<file path="src/rtl/phy_pkg.sv">
// Shared PHY definitions used by the transmit and receive PHY blocks:
// the idle/alignment symbol, lane count, link state encoding and a
// saturating byte increment helper.
package phy_pkg;

    localparam logic [7:0] COM_BYTE_DEFAULT = 8'hBC;
    localparam int         NUM_LANES        = 4;

    typedef enum logic {
        ST_SEARCH = 1'b0,
        ST_ACTIVE = 1'b1
    } phy_state_e;

    function automatic logic [7:0] sat_inc8(input logic [7:0] v);
        return (v == 8'hFF) ? v : v + 8'd1;
    endfunction

endpackage

</file>
<file path="src/rtl/phy_rx_lock.sv">
// Link lock tracker for the receive PHY.
//
//   state     | meaning
//   ----------+-----------------------------------------------------------
//   ST_SEARCH | counting consecutive valid COM bytes; no data delivered
//   ST_ACTIVE | locked; data flows; idle cycles counted towards lock loss
//
// locked follows the state; lock_lost pulses for one cycle after the edge
// on which the idle run reaches LOSS_CYCLES.
module phy_rx_lock
    import phy_pkg::*;
#(
    parameter logic [7:0] COM_BYTE    = COM_BYTE_DEFAULT,
    parameter int         LOCK_COUNT  = 4,
    parameter int         LOSS_CYCLES = 16
) (
    input  logic       clk,
    input  logic       reset,
    input  logic [7:0] data_in,
    input  logic       valid_in,
    output logic       locked,
    output logic       lock_lost
);

    localparam logic [3:0] RUN_LAST  = 4'(LOCK_COUNT - 1);
    localparam logic [7:0] IDLE_LAST = 8'(LOSS_CYCLES - 1);

    phy_state_e state_q;
    logic [3:0] run_q;
    logic [7:0] idle_q;
    logic       locked_q;
    logic       lock_lost_q;

    // Lock FSM: COM-run counting in SEARCH, idle-run counting in ACTIVE.
    always_ff @(posedge clk) begin
        if (reset) begin
            state_q     <= ST_SEARCH;
            run_q       <= 4'd0;
            idle_q      <= 8'd0;
            locked_q    <= 1'b0;
            lock_lost_q <= 1'b0;
        end else begin
            lock_lost_q <= 1'b0;
            case (state_q)
                ST_SEARCH: begin
                    if (valid_in) begin
                        if (data_in == COM_BYTE) begin
                            if (run_q == RUN_LAST) begin
                                state_q  <= ST_ACTIVE;
                                locked_q <= 1'b1;
                                run_q    <= 4'd0;
                                idle_q   <= 8'd0;
                            end else begin
                                run_q <= run_q + 4'd1;
                            end
                        end else begin
                            run_q <= 4'd0;
                        end
                    end
                end
                ST_ACTIVE: begin
                    if (valid_in) begin
                        idle_q <= 8'd0;
                    end else if (idle_q == IDLE_LAST) begin
                        state_q     <= ST_SEARCH;
                        locked_q    <= 1'b0;
                        lock_lost_q <= 1'b1;
                        idle_q      <= 8'd0;
                        run_q       <= 4'd0;
                    end else if (idle_q != 8'hFF) begin
                        idle_q <= idle_q + 8'd1;
                    end
                end
            endcase
        end
    end

    assign locked    = locked_q;
    assign lock_lost = lock_lost_q;

endmodule

</file>
<file path="src/rtl/phy_rx.sv">
// Receive PHY: reassembles the serial byte stream into four parallel lanes.
// COM bytes align the lane pointer and are never delivered as data.
// Optional feature macro PHY_RX_ERR_CNT_EN adds an 8-bit saturating
// err_count of alignment errors plus lock-loss events.
module phy_rx
    import phy_pkg::*;
#(
    parameter logic [7:0] COM_BYTE    = COM_BYTE_DEFAULT,
    parameter int         LOCK_COUNT  = 4,
    parameter int         LOSS_CYCLES = 16
) (
    input  logic       clk,
    input  logic       reset,
    input  logic [7:0] data_in,
    input  logic       valid_in,
    output logic [7:0] Out0,
    output logic [7:0] Out1,
    output logic [7:0] Out2,
    output logic [7:0] Out3,
    output logic       valid0,
    output logic       valid1,
    output logic       valid2,
    output logic       valid3,
    output logic       locked,
    output logic       align_err
`ifdef PHY_RX_ERR_CNT_EN
    ,
    output logic [7:0] err_count
`endif
);

    logic                          lock_lost;
    logic [1:0]                    ptr_q, ptr_d;
    logic [NUM_LANES-2:0][7:0]     hold_q, hold_d;
    logic [NUM_LANES-1:0][7:0]     out_q, out_d;
    logic                          valid_q, valid_d;
    logic                          align_err_q, align_err_d;

    phy_rx_lock #(
        .COM_BYTE    (COM_BYTE),
        .LOCK_COUNT  (LOCK_COUNT),
        .LOSS_CYCLES (LOSS_CYCLES)
    ) u_lock (
        .clk       (clk),
        .reset     (reset),
        .data_in   (data_in),
        .valid_in  (valid_in),
        .locked    (locked),
        .lock_lost (lock_lost)
    );

    // Lane steering: out of lock the pointer is parked at 0, which both
    // discards any partial word on lock loss and aligns the first word.
    always_comb begin
        ptr_d       = ptr_q;
        hold_d      = hold_q;
        out_d       = out_q;
        valid_d     = 1'b0;
        align_err_d = 1'b0;
        if (!locked) begin
            ptr_d = 2'd0;
        end else if (valid_in) begin
            if (data_in == COM_BYTE) begin
                if (ptr_q != 2'd0) begin
                    align_err_d = 1'b1;
                    ptr_d       = 2'd0;
                end
            end else begin
                case (ptr_q)
                    2'd0: hold_d[0] = data_in;
                    2'd1: hold_d[1] = data_in;
                    2'd2: hold_d[2] = data_in;
                    default: begin
                        out_d   = {data_in, hold_q[2], hold_q[1], hold_q[0]};
                        valid_d = 1'b1;
                    end
                endcase
                ptr_d = ptr_q + 2'd1;
            end
        end
    end

    // Datapath registers.
    always_ff @(posedge clk) begin
        if (reset) begin
            ptr_q       <= 2'd0;
            hold_q      <= '0;
            out_q       <= '0;
            valid_q     <= 1'b0;
            align_err_q <= 1'b0;
        end else begin
            ptr_q       <= ptr_d;
            hold_q      <= hold_d;
            out_q       <= out_d;
            valid_q     <= valid_d;
            align_err_q <= align_err_d;
        end
    end

    assign Out0      = out_q[0];
    assign Out1      = out_q[1];
    assign Out2      = out_q[2];
    assign Out3      = out_q[3];
    assign valid0    = valid_q;
    assign valid1    = valid_q;
    assign valid2    = valid_q;
    assign valid3    = valid_q;
    assign align_err = align_err_q;

`ifdef PHY_RX_ERR_CNT_EN
    logic [7:0] err_q, err_d;

    // Error events arrive as registered pulses, so the count trails by a cycle.
    always_comb begin
        err_d = err_q;
        if (align_err_q || lock_lost) err_d = sat_inc8(err_q);
    end

    // Error counter register, cleared only by reset.
    always_ff @(posedge clk) begin
        if (reset) err_q <= 8'd0;
        else       err_q <= err_d;
    end

    assign err_count = err_q;
`else
    logic unused_lock_lost;
    assign unused_lock_lost = lock_lost;
`endif

endmodule

</file>
<file path="config.mk">
export PLATFORM = sky130hd
export DESIGN_NAME = phy_rx
export DESIGN_NICKNAME = d
export VERILOG_FILES = /design/src/rtl/phy_pkg.sv /design/src/rtl/phy_rx_lock.sv /design/src/rtl/phy_rx.sv
export SDC_FILE = /design/constraint.sdc
export NUM_CORES = 1
export LEC_CHECK = 0
export ABC_AREA = 0
export CELL_PAD_IN_SITES_DETAIL_PLACEMENT = 1
export CELL_PAD_IN_SITES_GLOBAL_PLACEMENT = 1
export CORE_UTILIZATION = 47
export CTS_CLUSTER_DIAMETER = 200
export DETAILED_ROUTE_END_ITERATION = 8
export DONT_BUFFER_PORTS = 1
export PLACE_DENSITY = 0.77
export SKIP_CTS_REPAIR_TIMING = 1
export SLEW_MARGIN = 20
export SYNTH_ARGS = -nofsm -noshare
export SYNTH_HDL_FRONTEND = slang
export SYNTH_SLANG_ARGS = --single-unit
</file>
<file path="constraint.sdc">
create_clock -name clk -period 2.1 [get_ports clk]
set_input_delay 0.42 -clock clk [delete_from_list [all_inputs] [get_ports clk]]
set_output_delay 0.42 -clock clk [all_outputs]
set_load 0.005 [all_outputs]
</file>
==> flow_summary_export.csv <==
group,metric,value,unit
final_layout,nets,359,
final_layout,syn_to_final_growth,7.809,%
die,initial_core_util,0.4892,
timing,setup_tns,0,ns
die,die_h,83.53,µm
timing,fmax,0.5267,GHz
yosys,syn_inst,348,
hold_path,min_path_type,"input port to flip-flop",
cts,clkSinkCount,74,
routing,first_pass_iters,4,
cts,cts_buffers,9,
routing,ant_nets,0,
final_layout,fillers,760,
timing,setup_viol_count_final,0,
die,core_area,6386,µm²
yosys,async_flop_share,0,
power_and_ir_drop,power,2668,µW
die,dieArea,6977,µm²
cts,clk_transition_reported_paths,0.08,ns
power_and_ir_drop,power_frac_comb,0.008,
yosys,avgSynthCellArea,8.978,µm²
yosys,synth_nets,365,
cts,clockBufferDepth,2,
global_route,antenna_found_initial,0,
global_route,grt_pass1_vias,2444,
die,die_w,83.53,µm
die,io_pins,49,
yosys,synth-compound-area-share,0.1642,
global_route,grt_overflow_total,0,
power_and_ir_drop,clockPowerShare,0.467,
power_and_ir_drop,power_switching,552.4,µW
routing,top_layer_used,"met4",
critical_path,cp.arrival,2.18,ns
yosys,synth_fa_ha_area_frac,0.02403,
yosys,synth_commonest_cells,"dfxtp_1 (74), nand2_1 (73), a21oi_1 (45), nor2_1 (28), mux2i_1 (21)",
critical_path,critical_path_class,"flip-flop to flip-flop",
routing,vias,2392,
timing,drv_slew,0,
final_layout,drive_gt1_frac,0.09798,
cts,htree_levels,3,
yosys,synth_most_common_cell,"dfxtp_1",
routing,vias_per_cell,5.642,
placed_design,portBuffers,0,
outcome,status,"completed",
yosys,synthTopCellsByArea,"dfxtp_1 (47%), nand2_1 (8.8%), a21oi_1 (7.2%)",
yosys,ys_types,46,
global_route,grt_pass1_wl,12.45,mm
yosys,synth-simple-area-share,0.2163,
routing,m1WireLength,3.358,mm
timing,tightest_slew,0.5736,ns
timing,clock_skew,0.006731,ns
critical_path,end_kind,"flip-flop",
yosys,synth_top_family_by_area,"simple AND/OR/NAND/NOR gates",
placed_design,gp_congestion,0.7952,
yosys,synth_xor_area_frac,0,
timing,hold_viol_final,0,
die,rows,29,
timing,worst_hold_slack,0.1360,ns
yosys,yosys_warnings,0,
timing,rsz0062_at_grt,"no",
yosys,syn_area,3124,µm²
cts,cts_root_buf,"clkbuf_8",
routing,met2_length,3.583,mm
critical_path,crit_required,2.38,ns
yosys,synth-edff-count,0,
yosys,ys.flop_type,"dfxtp_1",
timing,max_slew_margin,0.6176,
power_and_ir_drop,sw_frac_of_total,0.2070,
global_route,grtUsageTotal,0.2265,
power_and_ir_drop,power_frac_seq,0.525,
power_and_ir_drop,ir_drop,0.4335,mV
timing,period_share,0.9041,
critical_path,cp-start-kind,"flip-flop",
routing,met3WireLength,276,µm
global_route,grt_max_degree,74,
power_and_ir_drop,p_int,2116,µW
yosys,ys_seq_area_frac,0.4742,
critical_path,crit_fanout,6,
yosys,synthMuxAreaShare,0.06728,
routing,drt_wl_total,7.324,mm
routing,drtIter0Drc,89,
final_layout,antenna_cells,0,
timing,period_minus_slack,1.899,ns
yosys,synth_top_area_share,0.4742,
placed_design,place_hpwl,4.727,mm
job,drv_cap,0,
routing,wl_per_cell,17.27,µm
power_and_ir_drop,p_leak,0.001220,µW
cts,tritoncts,"done",
routing,drc,0,
yosys,synth-seq-cells,74,
power_and_ir_drop,powerDensity,792.1,nW/µm²
yosys,synth_top_cell_by_area,"dfxtp_1",
cts,clk_latency,0.34,ns
[metal layers]
layer | track usage | vias up
li1 | - | 1201
met1 | 0.2881 | 1149
met2 | 0.3681 | 34
met3 | 0.06429 | 8
met4 | 0.08166 | 0
met5 | 0 | -
[final cells by class]
class | count | area (µm²) | share of cell area
Clock buffer | 10 | 137.6 | 0.04086
Clock inverter | 6 | 90.09 | 0.02675
Inverter | 4 | 15.01 | 0.004458
Multi-Input combinational cell | 245 | 1475 | 0.4380
Sequential cell | 74 | 1481 | 0.4398
Tap cell | 77 | 96.34 | 0.02860
Timing Repair Buffer | 8 | 72.57 | 0.02155
[kinds of logic after synthesis]
kind of cell / after synthesis
buf+inv: 29
compound gates: 75
fa+ha+maj: 6
flops: 74
simple gates: 143
mux: 21
[power groups by stage]
stage | sequential [µW] | clock, µW | combinational [µW]
finish | 1400 | 1250 | 21.1
global route | 1400 | 1330 | 22.2
CTS | 1400 | 1270 | 21.2
detailed placement | 1430 | 0 | 20.8
global placement | 1430 | 0 | 20.3
floorplan | 1430 | 0 | 40.5
[sequential cells by signal, summed over array words and instances (netlist names)]
signal          count
Out0                8
u_lock.idle_q       8
hold_q             24
align_err           1
u_lock.locked       1
valid0              1
Out3                8
Out2                8
Out1                8
u_lock.state_q      1
u_lock.run_q        4
ptr_q               2
[stage by stage]
| step | cell area [µm²] | instances | setup WS, ns | utilization |
|---|---|---|---|---|
| global route | 3368 | 424 | 0.04133 | 0.5274 |
| detailed placement | 3139 | 408 | 0.2302 | 0.4916 |
| CTS | 3367 | 424 | 0.2040 | 0.5272 |
| floorplan | 3124 | 348 | 0.4342 | - |
| finish | 3368 | 424 | 0.2014 | 0.5274 |
| global placement | 3139 | 408 | 0.2773 | 0.4916 |
[worst paths after layout]
| kind | startpoint | end | slack (ns) | cells after the start |
|---|---|---|---|---|
| hold reg to reg | hold_q[5] | Out0[5] | 0.45 | 2 |
| setup / recovery | u_lock.run_q[0] | u_lock.idle_q[0] | 0.20 | 5 |
| hold / removal | reset | Out0[3] | 0.14 | 1 |
| setup reg to reg | u_lock.run_q[0] | u_lock.idle_q[0] | 0.20 | 5 |
[placed cells by master, fill, tap and decap left out, types with 2 or more instances in the layout]
cell type / n
inv_1: 4
o21ai_0: 7
or3_1: 2
nand4_1: 3
o2111ai_4: 3
nand2_1: 73
nor2b_1: 4
nand2b_1: 4
nor3b_1: 2
and3_1: 3
clkbuf_8: 10
and4_1: 2
a21oi_1: 45
nor3_1: 5
bufinv_16: 2
a31oi_1: 2
clkinv_4: 2
nor2_1: 28
dfxtp_1: 74
ha_1: 6
nand3_1: 8
o31ai_1: 3
buf_4: 7
a211oi_1: 3
mux2i_1: 21
[worst max-delay path: stages (launching register included)]
cell and delay [ns]:
dfxtp_1 0.37, ha_1 0.19, nor3b_1 0.36, a41oi_2 0.24
or4_1 0.54, a21oi_1 0.13
Power figures use the tool's default switching activity.
